[src/rtl/mem_arbiter.sv]
// Arbitrates the single main-memory port between Icache line reads and Dcache reads/writebacks.
// Define ARB_ROUND_ROBIN_EN to alternate Icache/Dcache reads on ties; writebacks always win.
module mem_arbiter #(
  parameter int ADDR_W = 32,
  parameter int LINE_W = 128
) (
  input  logic              clk,
  input  logic              reset,
  input  logic              ic_read_req,
  input  logic [ADDR_W-1:0] ic_read_addr,
  output logic              ic_read_ack,
  output logic [LINE_W-1:0] ic_read_data,
  input  logic              dc_read_req,
  input  logic [ADDR_W-1:0] dc_read_addr,
  output logic              dc_read_ack,
  output logic [LINE_W-1:0] dc_read_data,
  input  logic              dc_write_req,
  input  logic [ADDR_W-1:0] dc_write_addr,
  input  logic [LINE_W-1:0] dc_write_data,
  output logic              dc_write_ack,
  output logic              mem_enable,
  output logic              mem_rw,
  input  logic              mem_ack,
  output logic [ADDR_W-1:0] mem_addr,
  input  logic [LINE_W-1:0] mem_data_in,
  output logic [LINE_W-1:0] mem_data_out
);

  typedef enum logic [2:0] {IDLE, DC_WR, DC_RD, IC_RD, ACK} state_t;

  state_t              state_q, state_d;
  logic                mem_enable_q, mem_enable_d;
  logic                mem_rw_q, mem_rw_d;
  logic [ADDR_W-1:0]   mem_addr_q, mem_addr_d;
  logic [LINE_W-1:0]   mem_data_out_q, mem_data_out_d;
  logic [LINE_W-1:0]   ic_read_data_q, ic_read_data_d;
  logic [LINE_W-1:0]   dc_read_data_q, dc_read_data_d;
  logic                ic_read_ack_q, ic_read_ack_d;
  logic                dc_read_ack_q, dc_read_ack_d;
  logic                dc_write_ack_q, dc_write_ack_d;
  logic                grant_ic, grant_dc;
`ifdef ARB_ROUND_ROBIN_EN
  logic                last_ic_q, last_ic_d;
`endif

  // Read-side choice; only consulted in IDLE when no writeback is waiting.
  always_comb begin
`ifdef ARB_ROUND_ROBIN_EN
    grant_ic = ic_read_req && (!dc_read_req || !last_ic_q);
`else
    grant_ic = ic_read_req && !dc_read_req;
`endif
    grant_dc = dc_read_req && !grant_ic;
  end

  always_comb begin
    state_d        = state_q;
    mem_enable_d   = mem_enable_q;
    mem_rw_d       = mem_rw_q;
    mem_addr_d     = mem_addr_q;
    mem_data_out_d = mem_data_out_q;
    ic_read_data_d = ic_read_data_q;
    dc_read_data_d = dc_read_data_q;
    ic_read_ack_d  = 1'b0;
    dc_read_ack_d  = 1'b0;
    dc_write_ack_d = 1'b0;
`ifdef ARB_ROUND_ROBIN_EN
    last_ic_d      = last_ic_q;
`endif
    unique case (state_q)
      IDLE: begin
        if (dc_write_req) begin
          state_d        = DC_WR;
          mem_enable_d   = 1'b1;
          mem_rw_d       = 1'b1;
          mem_addr_d     = dc_write_addr;
          mem_data_out_d = dc_write_data;
        end else if (grant_dc) begin
          state_d      = DC_RD;
          mem_enable_d = 1'b1;
          mem_rw_d     = 1'b0;
          mem_addr_d   = dc_read_addr;
`ifdef ARB_ROUND_ROBIN_EN
          last_ic_d    = 1'b0;
`endif
        end else if (grant_ic) begin
          state_d      = IC_RD;
          mem_enable_d = 1'b1;
          mem_rw_d     = 1'b0;
          mem_addr_d   = ic_read_addr;
`ifdef ARB_ROUND_ROBIN_EN
          last_ic_d    = 1'b1;
`endif
        end
      end
      DC_WR, DC_RD, IC_RD: begin
        if (mem_ack) begin
          state_d      = ACK;
          mem_enable_d = 1'b0;
          if (state_q == DC_WR) begin
            dc_write_ack_d = 1'b1;
          end else if (state_q == DC_RD) begin
            dc_read_ack_d  = 1'b1;
            dc_read_data_d = mem_data_in;
          end else begin
            ic_read_ack_d  = 1'b1;
            ic_read_data_d = mem_data_in;
          end
        end
      end
      // Skipping a grant here lets the served requester drop its req first.
      ACK:     state_d = IDLE;
      default: state_d = IDLE;
    endcase
  end

  always_ff @(posedge clk or negedge reset) begin
    if (!reset) begin
      state_q        <= IDLE;
      mem_enable_q   <= 1'b0;
      mem_rw_q       <= 1'b0;
      mem_addr_q     <= '0;
      mem_data_out_q <= '0;
      ic_read_data_q <= '0;
      dc_read_data_q <= '0;
      ic_read_ack_q  <= 1'b0;
      dc_read_ack_q  <= 1'b0;
      dc_write_ack_q <= 1'b0;
`ifdef ARB_ROUND_ROBIN_EN
      last_ic_q      <= 1'b0;
`endif
    end else begin
      state_q        <= state_d;
      mem_enable_q   <= mem_enable_d;
      mem_rw_q       <= mem_rw_d;
      mem_addr_q     <= mem_addr_d;
      mem_data_out_q <= mem_data_out_d;
      ic_read_data_q <= ic_read_data_d;
      dc_read_data_q <= dc_read_data_d;
      ic_read_ack_q  <= ic_read_ack_d;
      dc_read_ack_q  <= dc_read_ack_d;
      dc_write_ack_q <= dc_write_ack_d;
`ifdef ARB_ROUND_ROBIN_EN
      last_ic_q      <= last_ic_d;
`endif
    end
  end

  assign mem_enable   = mem_enable_q;
  assign mem_rw       = mem_rw_q;
  assign mem_addr     = mem_addr_q;
  assign mem_data_out = mem_data_out_q;
  assign ic_read_data = ic_read_data_q;
  assign dc_read_data = dc_read_data_q;
  assign ic_read_ack  = ic_read_ack_q;
  assign dc_read_ack  = dc_read_ack_q;
  assign dc_write_ack = dc_write_ack_q;

endmodule

[config.mk]
export PLATFORM = sky130hd
export DESIGN_NAME = mem_arbiter
export DESIGN_NICKNAME = d
export VERILOG_FILES = /design/src/rtl/mem_arbiter.sv
export SDC_FILE = /design/constraint.sdc
export NUM_CORES = 1
export LEC_CHECK = 0
export ABC_CLOCK_PERIOD_IN_PS = 4560
export CAP_MARGIN = 40
export CORE_AREA = 10 10 296 298
export CTS_CLUSTER_SIZE = 28
export DETAILED_ROUTE_END_ITERATION = 8
export DIE_AREA = 0 0 306 308
export SYNTH_ARGS = -nofsm -noshare
export SYNTH_HDL_FRONTEND = slang
export SYNTH_SLANG_ARGS = --single-unit
[constraint.sdc]
create_clock -name clk -period 4.56 [get_ports clk]
set_clock_uncertainty 0.05 [all_clocks]
set_input_delay 0.912 -clock clk [delete_from_list [all_inputs] [get_ports clk]]
set_output_delay 0.912 -clock clk [all_outputs]
set_load 0.01 [all_outputs]
# After elaboration in Yosys (flattened, before gate mapping)
# Index checks and enable logic that the tools add are counted.
# word_totals
ff_bits	424
in_bits	358
word_cells	58
# op_classes
eq_ne	5
mux	27
bitwise_logic	2
n_reduce_logical	14
# ops
operator	count
two-way mux 32 bit	3
two-way mux 1 bit	18
two-way mux 3 bit	4
AND reduction 4 bit	2
== test 3 x 2 -> 1 bit (second input constant)	2
case mux 3 bit (2 select lines)	1
AND reduction 2 bit	3
inequality test 4 bit (second input constant)	1
== test 3 x 1 -> 1 bit (second input constant)	1
logical NOT 3 bit	1
AND reduction 3 bit	1
nonzero test 3 bit	1
OR reduction 3 bit	1
logical AND 1 bit	2
logical NOT 1 bit	2
inequality test 2 bit (second input constant)	1
inverter 1 bit	2
case mux 1 bit (2 select lines)	1
nonzero test 2 bit	1

# Longest topological paths before layout
# Gate-level depths: netlist of the first run.
# depth
ltp_word	7
mapped_depth	5
mapped_depth_nobuf	3

# Least setup slack after synthesis of the first run
# OpenSTA, ideal clock, no wires.
# synth_timing
kind	input to register
startpoint	input mem_ack
endpoint	register dc_read_data_q[100] (netlist: dc_read_data[100])
setup_ns	0.125
arrival_ns	1.947
t_required_ns	4.385
path_slack_ns	2.438
path_stages	5
n_path_buf	2
path_cell_list	nor2b_2 nor3b_2 buf_4 buf_6 mux2_2
# synth_via
elab_chain_cells	1
# synth_rtl
element	line_no	rtl
start, declared	23	input logic mem_ack,
AND reduction 4 bit (no line)	n/a	
end signal, assigned	139	dc_read_data_q <= dc_read_data_d;
end, declared	37	logic [LINE_W-1:0] dc_read_data_q, dc_read_data_d;
# Every way passes these cells.
# A chain may end at the register's enable or synchronous reset.

# Worst setup path in the final report of the first run
# layout_timing
startpoint	input mem_ack
endpoint	register dc_read_data_q[94] (netlist: dc_read_data[94])
# Same word-level chain as after synthesis.

==> reports/metrics.yaml, run 1 <==
floorplan:
  std_cell_rows: 105
  die_area_sq_um: 94200
  floorplan.initialDensity: 0.202
  design.portCount: 779
  die_span_in_y_um: 308
  fp.dieW_um: 306
  core_area_sq_um: 81600
cells_and_area:
  post-route-cell-area_sq_um: 27000
  mostFrequentLayoutCell: "sky130_fd_sc_hd__clkdlybuf4s50_1"
  final_cell_mix: "775 x sky130_fd_sc_hd__clkdlybuf4s50_1, 424 x sky130_fd_sc_hd__dfrtp_1, 416 x sky130_fd_sc_hd__mux2_2, 49 x sky130_fd_sc_hd__clkbuf_16, 33 x sky130_fd_sc_hd__o21ai_0"
  fin_nets: 2167
  area_overhead_vs_synth_pct: 64.0
  post_route_cells_drive_above_1_share: 0.286
  filler_instances: 7924
timing:
  hold_violations: 0
  setup_viol_count_final: 0
  grt_setup_unrepaired: "false"
  fin_crit_sh: 0.581
  clock.fmax_ghz: 0.377
  setup_slack_ns: 1.91
  max-slew-margin-rel: 0.384
  slew_violations: 0
  tns_ns: 0
  timing.final.crit_period_ns: 2.65
  worst_pin_slew_ns: 0.924
global_route:
  grt_max_degree: 101
  grt_pass1_vias: 13100
  grt_antenna_before_repair: 1
  grt_overflow: 0
  grt_pass1_wl_mm: 88.7
  grt_util_all_layers: 0.122
logic_synthesis:
  yosysWarningCount: 0
  sequential_cell_area_fraction_in_the_yosys_report: 0.644
  synth_seq_cells: 424
  synthesis.area_per_instance_sq_um: 16.3
  netlist_instances: 1011
  synth_fp_nets: 1369
  yosys.cell_types.count: 24
  syn-cell-area_sq_um: 16500
cts:
  clock_tree.root_cell: "sky130_fd_sc_hd__clkbuf_16"
  clock_sinks: 424
  cts_tree: "built"
  clock_tree.htree_level_count: 2
  clk_pin_slew_worst_paths_ns: 0.06
  ctsLongestPathBuffers: 3
  cts.repair_timing.setup_buffer_count: 0
  cts_resized: 0
  clkLatencyLatePin_ns: 0.57
  hold_buffers: 0
  cts-buffers-inserted: 48
placement:
  place_area_sq_um: 25500
  gp_routability_congestion: 0.796
  buffer_ports.inserted: 778
  dp_hpwl_mm: 47.4
  pre_cts_slack_ns: 1.30
routing:
  drt_pass1_iterations: 6
  met1Wirelength_mm: 22.0
  number_of_drc_markers_after_the_initial_detailed_route_iteration: 300
  drc_errors: 0
  antenna_left: 0
  met3_wirelength_mm: 5.12
  detailroute.wirelength.met2_mm: 31.7
  post_drt_wl_per_cell_um: 20.8
  via_count: 11600
  route.detailed.vias_per_inst: 3.97
  highest_routed_layer: "met4"
  drt-total-wl_mm: 60.6
power_and_ir_drop:
  total_power_w: 0.0191
  ir_worst_vdd_v: 0.000416
  total_leakage_power_nw: 11.0
  cellPowerDensity_nw_per_um2: 706
worst_setup_path:
  critical_path_end_type: "register"
  setup.worst_path.start_class: "input port"
  required_worst_endpoint_ns: 4.96
  critical_path_fanout_max: 85
  timing.setup.critical_path_class: "in2reg"
  arrival_time_of_data_at_the_critical_path_endpoint_ns: 3.05
hold_path:
  timing.hold.worst.class: "in2async"
status:
  result_of_the_run: "finished clean"
flow_run:
  cap_violations: 0
[cell usage after synthesis (all sizes together)]
cell | number | area (sq um)
dfrtp | 424 | 10600
mux2 | 416 | 4680
buf | 53 | 452
o21ai | 33 | 165
mux2i | 32 | 320
nand2 | 32 | 120
clkbuf | 3 | 11.3
nor2b | 3 | 21.3
a21oi | 2 | 10.0
and3 | 2 | 12.5
inv | 2 | 7.51
a21o | 1 | 7.51
and2 | 1 | 6.26
nand2b | 1 | 6.26
nor2 | 1 | 3.75
nor3 | 1 | 10.0
nor3b | 1 | 12.5
o31a | 1 | 8.76
o31ai | 1 | 7.51
o32ai | 1 | 8.76
[metal layers]
metal / vias up / GRT usage
met5: - / 0
met4: 0 / 0.0412
met3: 85 / 0.0439
met2: 467 / 0.225
met1: 5866 / 0.128
li1: 5167 / -
[registers in the layout, indices dropped and copies added (netlist names)]
signal / flops
dc_read_data: 128
ic_read_data: 128
mem_data_out: 128
mem_addr: 32
state_q: 3
dc_read_ack: 1
dc_write_ack: 1
ic_read_ack: 1
mem_enable: 1
mem_rw: 1
[per-stage QoR]
stage          utilization  std cells  hold slack [ns]
6_report             0.331       2915            0.372
3_3_place_gp         0.312       2829            0.412
5_1_grt              0.331       2914            0.395
3_5_place_dp         0.312       2829            0.424
4_1_cts              0.331       2914            0.357
2_1_floorplan            -       1011            0.423
[kinds of logic (layout without fill, tap and decap cells)]
logic type | after synthesis | in the layout | synth area share
flops | 424 | 424 | 0.644
mux | 448 | 448 | 0.304
compound gates | 39 | 39 | 0.0126
other cells | 0 | 1 | 0
buf+inv | 58 | 891 | 0.0285
simple gates | 42 | 42 | 0.0117
[area by class of cell]
| type | count | area, sq um | share of cell area |
|---|---|---|---|
| repair buffers | 804 | 8080 | 0.299 |
| inverters | 2 | 7.51 | 0.000278 |
| flip-flops and latches | 424 | 10600 | 0.392 |
| clock buffers | 70 | 1450 | 0.0535 |
| well taps | 1070 | 1340 | 0.0495 |
| diodes | 1 | 2.50 | 0.0000926 |
| multi-input cells | 529 | 5420 | 0.200 |
| clock inverters | 15 | 135 | 0.00500 |
[final timing paths]
kind / from / end / slack [ns] / cells past startpoint
worst max-delay path: mem_ack / dc_read_data[94]$_DFFE_PN0P_ / 1.91 / 6
worst min-delay path: reset / dc_read_data[33]$_DFFE_PN0P_ / 0.37 / 1
worst max register to register: state_q[2]$_DFFE_PN0P_ / dc_read_data[94]$_DFFE_PN0P_ / 2.35 / 5
worst min register to register: mem_rw$_DFFE_PN0P_ / mem_rw$_DFFE_PN0P_ / 0.43 / 1
max in group asynchronous: reset / mem_data_out[111]$_DFFE_PN0P_ / 3.12 / 2
min in group clk: mem_rw$_DFFE_PN0P_ / mem_rw$_DFFE_PN0P_ / 0.43 / 1
[critical path, cell delays in order]
cell	delay, ns
sky130_fd_sc_hd__clkdlybuf4s50_1	0.49
sky130_fd_sc_hd__nor2b_2	0.21
sky130_fd_sc_hd__nor3b_4	0.30
sky130_fd_sc_hd__buf_12	0.20
sky130_fd_sc_hd__buf_12	0.36
sky130_fd_sc_hd__mux2_2	0.41
[power breakdown]
part	internal, W	switching (W)
combinational	0.00520	0.00329
clock	0.00225	0.00160
sequential	0.00567	0.00106
total	0.0131	0.00596
Power figures use the tool's default switching activity.
==> run 2, diff against run 1 <==
==> config.mk (replaced) <==
export PLATFORM = sky130hd
export DESIGN_NAME = mem_arbiter
export DESIGN_NICKNAME = d
export VERILOG_FILES = /design/src/rtl/mem_arbiter.sv
export SDC_FILE = /design/constraint.sdc
export NUM_CORES = 1
export LEC_CHECK = 0
export ABC_CLOCK_PERIOD_IN_PS = 2400
export CAP_MARGIN = 40
export CORE_AREA = 10 10 295 297
export CTS_CLUSTER_SIZE = 28
export DETAILED_ROUTE_END_ITERATION = 8
export DIE_AREA = 0 0 305 307
export SYNTH_ARGS = -nofsm -noshare
export SYNTH_HDL_FRONTEND = slang
export SYNTH_SLANG_ARGS = --single-unit
==> constraint.sdc (replaced) <==
create_clock -name clk -period 2.4 [get_ports clk]
set_clock_uncertainty 0.05 [all_clocks]
set_input_delay 0.48 -clock clk [delete_from_list [all_inputs] [get_ports clk]]
set_output_delay 0.48 -clock clk [all_outputs]
set_load 0.01 [all_outputs]
==> run 2 against run 1 <==
  * Register-to-register slack lost 2.0 ns
  * Wire length grew 0.71%
  * Cell area grew 1.9%
  * Sequential power grew 90%
  * Core utilization grew 0.75 points
  * Global-route usage grew 0.16 points
  * Setup slack lost 1.6 ns
  * Critical endpoint is now dc_read_data[16]
  * Largest power group unchanged
  * Highest routed layer unchanged
==> reports/metrics.yaml, run 2 (same netlist as run 1, synthesis figures left out) <==
routing:
  route.detailed.vias_per_inst: 3.93  # -1.1%
  number_of_drc_markers_after_the_initial_detailed_route_iteration: 383  # +28%
  drt_pass1_iterations: 6  # unchanged
  drt-total-wl_mm: 61.0  # +0.71%
  via_count: 11600  # +0.54%
  post_drt_wl_per_cell_um: 20.6  # -0.95%
  antenna_left: 0  # unchanged
  drc_errors: 0  # unchanged
worst_setup_path:
  stages_on_the_worst_setup_path: 1  # -5
  reg_to_reg_end: "mem_data_out[111]$_DFFE_PN0P_"
  critical_path.top_delay_family: "buffers and inverters"
  critPathMaxStageDelay_ns: 0.58  # +0.09 ns
  worstPathBufferInverterCount: 1  # -2
  crit_path_top_delay_cell: "sky130_fd_sc_hd__clkdlybuf4s50_1"
  ff2ff_setup_slack_ns: 0.38  # -1.97 ns
  crit-reg2reg-launch: "state_q[2]$_DFFE_PN0P_"
  timing.critical_path.cells: "clkdlybuf4s50_1"
  arrival_time_of_data_at_the_critical_path_endpoint_ns: 1.58  # -1.47 ns
  critical_path_end_type: "output pin"
  critical_path_fanout_max: 2  # -98%
  worst_r2r_path_depth: 4  # -1
  setup.worst_path.start_class: "register"
  timing.setup.critical_path_class: "reg2out"
  required_worst_endpoint_ns: 1.87  # -3.09 ns
  crit_path_start: "dc_read_data[16]$_DFFE_PN0P_"
  critical_path.endpoint: "dc_read_data[16]"
cts:
  ctsLongestPathBuffers: 3  # unchanged
  clk_pin_slew_worst_paths_ns: 0.06  # about the same
  cts_resized: 0  # unchanged
  clkLatencyLatePin_ns: 0.57  # about the same
  clock_tree.htree_level_count: 2  # unchanged
  cts-buffers-inserted: 48  # unchanged
  clock_sinks: 424  # unchanged
  hold_buffers: 1  # +1
  cts.repair_timing.setup_buffer_count: 0  # unchanged
  cts_tree: "built"
  clock_tree.root_cell: "sky130_fd_sc_hd__clkbuf_16"
global_route:
  grt_util_all_layers: 0.124  # +0.00159
  grt_overflow: 0  # unchanged
  grt_pass1_wl_mm: 89.9  # +1.3%
  grt_max_degree: 66  # -35%
  grt_antenna_before_repair: 1  # unchanged
  grt_pass1_vias: 13400  # +1.9%
power_and_ir_drop:
  total_leakage_power_nw: 11.3  # +2.9%
  combPwrFrac: 0.445  # about the same
  cellPowerDensity_nw_per_um2: 1340  # +89%
  power_frac_seq: 0.347  # -0.006
  swShare: 0.308  # -0.00416
  total_power_w: 0.0369  # +93%
  power_switching_w: 0.0114  # +91%
  clockPowerShare: 0.209  # +0.007
  ir_worst_vdd_v: 0.000673  # +61%
  internal-power_w: 0.0255  # +94%
placement:
  buffer_ports.inserted: 778  # unchanged
  dp_hpwl_mm: 49.3  # +4.0%
  gp_routability_congestion: 0.859  # +7.9%
  place_area_sq_um: 25900  # +1.6%
timing:
  slew_violations: 0  # unchanged
  hold_violations: 0  # unchanged
  timing.final.crit_period_ns: 2.11
  clock.fmax_ghz: 0.474
  grt_setup_unrepaired: "false"
  max-slew-margin-rel: 0.556  # +0.172
  fin_crit_sh: 0.880
  whs_ns: 0.247  # -0.125 ns
  worst_pin_slew_ns: 0.666  # -0.257 ns
  setup_viol_count_final: 0  # unchanged
floorplan:
  std_cell_rows: 105  # unchanged
  die_area_sq_um: 93600  # -0.65%
  floorplan.initialDensity: 0.203  # +0.000653
  die_span_in_y_um: 307  # -0.32%
  fp.dieW_um: 305  # -0.33%
  core_area_sq_um: 81300  # -0.32%
  design.portCount: 779  # unchanged
cells_and_area:
  area_overhead_vs_synth_pct: 67.2
  final_cell_mix: "775 x sky130_fd_sc_hd__clkdlybuf4s50_1, 424 x sky130_fd_sc_hd__dfrtp_1, 416 x sky130_fd_sc_hd__mux2_2, 54 x sky130_fd_sc_hd__buf_4, 48 x sky130_fd_sc_hd__clkbuf_16"
  post_route_cells_drive_above_1_share: 0.304  # +0.0179
  post-route-cell-area_sq_um: 27600  # +1.9%
  mostFrequentLayoutCell: "sky130_fd_sc_hd__clkdlybuf4s50_1"
  fin_nets: 2211  # +2.0%
flow_run:
  cap_violations: 0  # unchanged
status:
  result_of_the_run: "finished clean"
hold_path:
  holdCritStartpoint: "dc_write_req"
  timing.hold.worst.class: "in2reg"
==> run 2: changes by cell type in the layout (fill, tap and decap cells not counted), moves of 2 or more <==
cell / previous run / this run
sky130_fd_sc_hd__clkinvlp_4: 5 / 1
sky130_fd_sc_hd__bufinv_16: 1 / 4
sky130_fd_sc_hd__clkbuf_8: 14 / 17
sky130_fd_sc_hd__clkinv_4: 2 / 0
sky130_fd_sc_hd__buf_4: 18 / 54
sky130_fd_sc_hd__clkinv_2: 6 / 10
sky130_fd_sc_hd__buf_12: 8 / 15
==> run 2: how the worst min path moves through the flow <==
stage / to / slack (ns) / cells past startpoint
after floorplan: dc_read_ack$_DFF_PN0_ / 0.13 / 0
after global placement: mem_rw$_DFFE_PN0P_ / 0.42 / 1
after detailed placement: mem_rw$_DFFE_PN0P_ / 0.44 / 1
after CTS: state_q[1]$_DFFE_PN0P_ / 0.21 / 2
after global routing: state_q[1]$_DFFE_PN0P_ / 0.27 / 2
final: state_q[1]$_DFFE_PN0P_ / 0.25 / 2
==> run 2: cell type report <==
cell class                      instances  area, sq um
Clock buffer                           72         1460
Timing Repair Buffer                  848         8500
Multi-Input combinational cell        529         5420
Inverter                                2         7.51
Tap cell                             1070         1340
Antenna cell                            1         2.50
Sequential cell                       424        10600
Fill cell                            7909        53800
Clock inverter                         18          223
==> run 2: per-stage QoR <==
step | instances | utilization | setup WS [ns] | setup TNS, ns
final | 2964 | 0.339 | 0.289 | 0
after global routing | 2964 | 0.339 | 0.204 | 0
after CTS | 2963 | 0.339 | 0.207 | 0
after global placement | 2872 | 0.318 | -0.0621 | -2.27
after floorplan | 1011 | - | 0.710 | 0
after detailed placement | 2872 | 0.318 | -0.0779 | -3.68
==> run 2: worst register-to-register path, stage by stage (launching register included) <==
cell,delay [ns]
sky130_fd_sc_hd__dfrtp_1,0.43
sky130_fd_sc_hd__nor3_2,0.37
sky130_fd_sc_hd__and2_4,0.33
sky130_fd_sc_hd__buf_12,0.32
sky130_fd_sc_hd__mux2_2,0.42
==> run 2: routing by layer <==
| metal | global-route usage | vias up | routed length [um] |
|---|---|---|---|
| li1 | - | 5276 | - |
| met1 | 0.128 | 5818 | 22000 |
| met2 | 0.229 | 457 | 32400 |
| met3 | 0.0437 | 97 | 4830 |
| met4 | 0.0420 | 0 | 1780 |
| met5 | 0 | - | 0 |
==> run 2: power groups by stage <==
| stage | combinational, W | sequential (W) | clock, W |
|---|---|---|---|
| floorplan | 0.00491 | 0.0143 | 0 |
| global placement | 0.0165 | 0.0127 | 0 |
| detailed placement | 0.0167 | 0.0129 | 0 |
| CTS | 0.0168 | 0.0128 | 0.00796 |
| global route | 0.0174 | 0.0133 | 0.00824 |
| finish | 0.0164 | 0.0128 | 0.00769 |
